==> src/rtl/bridge_rx.sv <==
// Receive-side parser for the UART host bridge: decodes ASCII-hex "Raaaa" / "Wdddddddd"
// request lines from the host byte stream and issues one single-cycle register-bus transaction per line.
module bridge_rx (
    input  logic        clk,
    input  logic        rst,
    input  logic [7:0]  data_i,
    input  logic        valid_i,
    output logic [15:0] addr_o,
    output logic [15:0] data_o,
    output logic        rw_o,
    output logic        valid_o
);

    localparam logic [1:0] ST_IDLE = 2'd0;
    localparam logic [1:0] ST_ADDR = 2'd1;
    localparam logic [1:0] ST_DATA = 2'd2;
    localparam logic [1:0] ST_EOL  = 2'd3;

    localparam logic [7:0] CH_R  = 8'h52;
    localparam logic [7:0] CH_W  = 8'h57;
    localparam logic [7:0] CH_CR = 8'h0D;
    localparam logic [7:0] CH_LF = 8'h0A;

    logic [1:0]  state_q,    state_d;
    logic        is_write_q, is_write_d;
    logic [1:0]  cnt_q,      cnt_d;
    logic [15:0] addr_acc_q, addr_acc_d;
    logic [15:0] data_acc_q, data_acc_d;
    logic [15:0] addr_q,     addr_d;
    logic [15:0] wdata_q,    wdata_d;
    logic        rw_q,       rw_d;
    logic        valid_q,    valid_d;

    logic        hex_ok;
    logic [3:0]  hex_nib;
    logic        is_term;

    // Letters map to 10..15: the low nibble of 'A'/'a' is 1, so adding 9 gives the digit value.
    always_comb begin
        hex_ok  = 1'b1;
        hex_nib = 4'h0;
        if (data_i >= 8'h30 && data_i <= 8'h39) begin
            hex_nib = data_i[3:0];
        end else if ((data_i >= 8'h41 && data_i <= 8'h46) ||
                     (data_i >= 8'h61 && data_i <= 8'h66)) begin
            hex_nib = data_i[3:0] + 4'd9;
        end else begin
            hex_ok = 1'b0;
        end
    end

    assign is_term = (data_i == CH_CR) || (data_i == CH_LF);

    always_comb begin
        // NOTE: every signal driven here gets a default first so no latch is inferred.
        state_d    = state_q;
        is_write_d = is_write_q;
        cnt_d      = cnt_q;
        addr_acc_d = addr_acc_q;
        data_acc_d = data_acc_q;
        addr_d     = addr_q;
        wdata_d    = wdata_q;
        rw_d       = rw_q;
        valid_d    = 1'b0;

        if (valid_i) begin
            case (state_q)
                ST_IDLE: begin
                    if (data_i == CH_R || data_i == CH_W) begin
                        state_d    = ST_ADDR;
                        is_write_d = (data_i == CH_W);
                        cnt_d      = 2'd0;
                        data_acc_d = 16'h0000;
                    end
                end
                ST_ADDR: begin
                    if (hex_ok) begin
                        addr_acc_d = {addr_acc_q[11:0], hex_nib};
                        cnt_d      = cnt_q + 2'd1;
                        if (cnt_q == 2'd3) begin
                            cnt_d   = 2'd0;
                            state_d = is_write_q ? ST_DATA : ST_EOL;
                        end
                    end else begin
                        state_d = ST_IDLE;
                    end
                end
                ST_DATA: begin
                    if (hex_ok) begin
                        data_acc_d = {data_acc_q[11:0], hex_nib};
                        cnt_d      = cnt_q + 2'd1;
                        if (cnt_q == 2'd3) begin
                            state_d = ST_EOL;
                        end
                    end else begin
                        state_d = ST_IDLE;
                    end
                end
                ST_EOL: begin
                    // Anything other than a terminator aborts the line silently.
                    state_d = ST_IDLE;
                    if (is_term) begin
                        valid_d = 1'b1;
                        addr_d  = addr_acc_q;
                        wdata_d = is_write_q ? data_acc_q : 16'h0000;
                        rw_d    = is_write_q;
                    end
                end
                default: state_d = ST_IDLE;
            endcase
        end
    end

    always_ff @(posedge clk) begin
        // NOTE: sequential state uses non-blocking assignments so every register samples pre-edge values.
        if (rst) begin
            state_q    <= ST_IDLE;
            is_write_q <= 1'b0;
            cnt_q      <= 2'd0;
            addr_acc_q <= 16'h0000;
            data_acc_q <= 16'h0000;
            addr_q     <= 16'h0000;
            wdata_q    <= 16'h0000;
            rw_q       <= 1'b0;
            valid_q    <= 1'b0;
        end else begin
            state_q    <= state_d;
            is_write_q <= is_write_d;
            cnt_q      <= cnt_d;
            addr_acc_q <= addr_acc_d;
            data_acc_q <= data_acc_d;
            addr_q     <= addr_d;
            wdata_q    <= wdata_d;
            rw_q       <= rw_d;
            valid_q    <= valid_d;
        end
    end

    assign addr_o  = addr_q;
    assign data_o  = wdata_q;
    assign rw_o    = rw_q;
    assign valid_o = valid_q;

endmodule

==> config.mk <==
export PLATFORM = sky130hd
export DESIGN_NAME = bridge_rx
export DESIGN_NICKNAME = d
export VERILOG_FILES = /design/src/rtl/bridge_rx.sv
export SDC_FILE = /design/constraint.sdc
export NUM_CORES = 1
export LEC_CHECK = 0
export CAP_MARGIN = 20
export CORE_AREA = 2 2 111 113
export CTS_CLUSTER_SIZE = 24
export DETAILED_ROUTE_END_ITERATION = 8
export DIE_AREA = 0 0 113 115
export MAX_ROUTING_LAYER = met4
export REMOVE_ABC_BUFFERS = 1
export SETUP_SLACK_MARGIN = 0.02
export SLEW_MARGIN = 40
export SYNTH_ARGS = -nofsm -noshare
export SYNTH_HDL_FRONTEND = slang
export SYNTH_SLANG_ARGS = --single-unit
==> constraint.sdc <==
create_clock -name clk -period 2.7 [get_ports clk]
set_input_delay 0.405 -clock clk [delete_from_list [all_inputs] [get_ports clk]]
set_output_delay 0.405 -clock clk [all_outputs]
set_load 0.01 [all_outputs]
==> results.md <==
GRT:
- The initial antenna violation count was 0.
- Entering global routing, the biggest net connects slightly below 50 pins.
- The global-route wire length before repair is 10700 um.
- The via count of the first global-routing pass is 2233.
- The combined global-route utilization of all metal layers is 10.6%.
- The sum of overflow across all layers after global routing is 0.

Setup path:
- Among cell families on the critical path, the largest total delay comes from simple AND/OR/NAND/NOR gates.
- Measured in cells, the most critical reg-to-reg path has a length of 7.
- The endpoint of the most critical register-to-register path is data_acc_q[14].
- The data arrival time of the critical path is about 2.8 ns.
- The launch instance of the worst register-to-register path is state_q[0].
- The worst setup path is captured at a register.
- Setup slack on the worst reg-to-reg path comes out at ~0.69 ns.
- Data on the critical path is required at its endpoint by 2.97 ns.
- The start-to-end type of the worst setup path is input port to register.
- For this design, the slowest cell found on the critical path is or3b_2.
- The number of buffers and inverters on the critical path is 2.
- STA classifies the critical path startpoint as an input port.
- The critical path goes through clkdlybuf4s50_1, inv_1, ha_1, or3b_2, nand3_2, a311o_1, nor2b_2, a22o_1.
- In this run the worst path has a maximum fanout of 14.
- The biggest cell delay along the critical path is 0.50 ns.

Cells and area:
- Leaving out fill and tap cells, the most frequent cell in the layout is dfxtp_1.
- The antenna diode instance count is 0.
- The post-route netlist has ~11% of its cells at a drive strength greater than 1.
- The total non-filler cell area in the finished layout is 3840 um2.
- The relative area change from synthesis to final layout is 32.3%.
- The post-route core utilization is between 30% and 40%.
- The finished layout holds 520 standard cells, fillers aside.
- The final layout contains 390 nets.
- In the layout the commonest cells are dfxtp_1 (71), nand2_1 (54), clkdlybuf4s50_1 (43).

Detailed routing:
- Dividing the detail-routed wire length by the instance count gives about 12 um.
- The final routed wirelength across all metal layers is 6420 um.
- The number of remaining DRC errors is 3.
- In this run, the number of DRC markers left after iteration 0 of detailed routing was 162.
- Before antenna repair, the detailed router went through 6 iterations.
- In the routed layout, each cell is associated on average with a via count of 4.58.
- The remaining number of nets flagged by the antenna check after routing is 0.
- The via count is 2381.

Die:
- The die outline area is between 10000 and 15000 um2.
- In this run the standard cell core region covers ~12000 um2.
- Once the floorplan was initialized, standard cells occupied between 20% and 30% of the core.
- In this run the vertical extent of the chip is around 120 um.
- The number of rows created at floorplan is 40.
- The top-level port count is 45.
- In this run the horizontal extent of the chip is 113 um.

CTS:
- The clock latency of the later-clocked register in the worst-skew pair is ~0.32 ns.
- The post-cts gate resize count is 0.
- The TritonCTS clock tree is built.
- The clock net in this run drives a total of a little over 70 sinks.
- The buffer depth of the longest clock path is 2.
- The number of H-tree branching levels is 3.
- The clock root buffer master is clkbuf_16.
- Buffers inserted during clock tree synthesis total 9.
- The post-CTS setup buffer count is 0.
- The hold-fix buffer count after cts is 0.
- After clock tree synthesis, the clock-pin slew on the worst setup and hold paths is around 0.050 ns.

Pwr:
- The cell area power density is around 560 nW/um2.
- The total power of the final layout is 2.15 mW.
- The standby leakage power is between 1 and 1.5 nW.
- Across the VDD grid, the largest voltage drop is about 270 uV.

Logic synthesis:
- In the synthesized netlist the async set-or-reset flop fraction comes to 0%.
- After technology mapping, the gate count stands at 320.
- For this run, the number of Yosys warnings is 0.
- Of the synthesized area, sequential elements account for around half.
- After synthesis, the mean cell area works out to 9.07 um2.
- In the synthesized netlist the dominant register cell turns out to be dfxtp_1.
- After synthesis the cells add up to 2900 um2.
- The number of flops mapped to enable cells by yosys is 0.
- The number of different library cells in the post-synthesis netlist is 46.
- Counting flops and latches in the post-synthesis netlist gives just over 70.

Min path:
- The worst hold path was traced through 2 stages.
- The worst min-delay path category is input port to register.
- The worst min-delay path endpoint is is_write_q.
- The worst min-delay path startpoint is rst.

Timing:
- Setup repair after global routing left no endpoint under its margin.
- The final hold slack is between 0.4 and 0.5 ns.
- Across all setup checks in the final design, the least slack found is 0.197 ns.
- The headroom to the max-slew limit is 54.6%.
- Summed over all failing endpoints, the final setup total negative slack is 0 ns.
- The clock arrives with roughly 0.0067 ns of skew.
- For this run, the top clock speed supported by timing is ~0.4 GHz.
- The final count of pins violating max slew was 0.
- The number of failing setup endpoints in the final timing report is 0.
- The final clock period utilization by the worst path is 92.7%.
- The number of endpoints with negative hold slack in the final report is 0.
- For the pin with the worst max-slew slack, the measured transition is slightly below 0.7 ns.
- For the finished layout, the period the worst path requires is about 2.5 ns.

Placed design:
- The placement-stage worst setup slack is -0.129 ns.
- The count of buffers inserted at the top-level ports is 44.
- The half-perimeter wire length of the detailed placement result is about 4500 um.
- The number of placed instances, taps included, is approximately 500.
- At the end of routability-driven placement, the weighted congestion stood at about 0.76.
- The area after detailed placement is around 3600 um2.

Run status:
- The checks that failed: design-rule violations.
- The flow ran to the end, but the final reports show violations.

Run:
- The max-cap check violation count is 0.
## power by group
part / switching, mW / internal [mW]
registers: 0.000216 / 1.05
logic: 0.0484 / 0.0353
clock network: 0.409 / 0.607
total: 0.457 / 1.69
## routing by layer
metal  global-route usage [%]  wire [um]  share of wire, %  up-vias
met5                        -          0                 0        -
met4                     3.82         85               1.3        0
met3                     3.80        308               4.8       10
met2                     16.8       3020                47       45
met1                     12.5       3000                47     1106
li1                         -          -                 -     1220
## final cells by class
type	count	area, um2
Clock inverter	4	25.0
Multi-Input combinational cell	222	1370
Timing Repair Buffer	60	593
Fill cell	1216	7970
Sequential cell	71	1420
Tap cell	147	184
Clock buffer	10	229
Inverter	6	22.5
## logic make-up after synthesis
logic type	synth area share, %
XOR/XNOR	0.302
flip-flops	49.0
AND/OR/NAND/NOR	20.3
multiplexers	4.87
adder cells (fa/ha/maj)	3.88
buffers and inverters	4.40
AO/OA/AOI/OAI	17.2
## sequential cells by signal, indices dropped and copies added (netlist names)
name        flops
state_q         2
rw_o            1
addr_acc_q     16
valid_o         1
is_write_q      1
data_acc_q     16
cnt_q           2
addr_o         16
data_o         16
## synth_stat cells (2+ instances only)
library cell | instances | area, um2
dfxtp_1 | 71 | 1420
nand2_1 | 54 | 203
a22o_1 | 12 | 105
o2bb2ai_1 | 2 | 17.5
or4_1 | 2 | 15.0
buf_2 | 3 | 15.0
clkbuf_1 | 15 | 56.3
ha_1 | 9 | 113
nand3b_1 | 2 | 15.0
inv_1 | 6 | 22.5
buf_6 | 3 | 33.8
and2_1 | 2 | 12.5
nand2b_1 | 2 | 12.5
a21oi_1 | 41 | 205
nand3_1 | 19 | 95.1
o21ai_0 | 6 | 30.0
nor2_1 | 23 | 86.3
a211oi_1 | 5 | 37.5
o31ai_1 | 2 | 15.0
nor2b_1 | 3 | 18.8
mux2i_1 | 13 | 130
## worst max-delay path by stage
stage          depth (start not counted)      start  slack, ns        endpoint
2_1_floorplan                          7  data_i[0]      -0.17  addr_acc_q[10]
3_3_place_gp                           8  data_i[1]      -0.08   data_acc_q[8]
3_5_place_dp                           8  data_i[1]      -0.13   data_acc_q[7]
4_1_cts                                8  data_i[1]       0.19  data_acc_q[14]
5_1_grt                                8  data_i[1]       0.05  data_acc_q[14]
6_report                               8  data_i[1]       0.20  data_acc_q[14]
(Power assumes the default switching activity.)
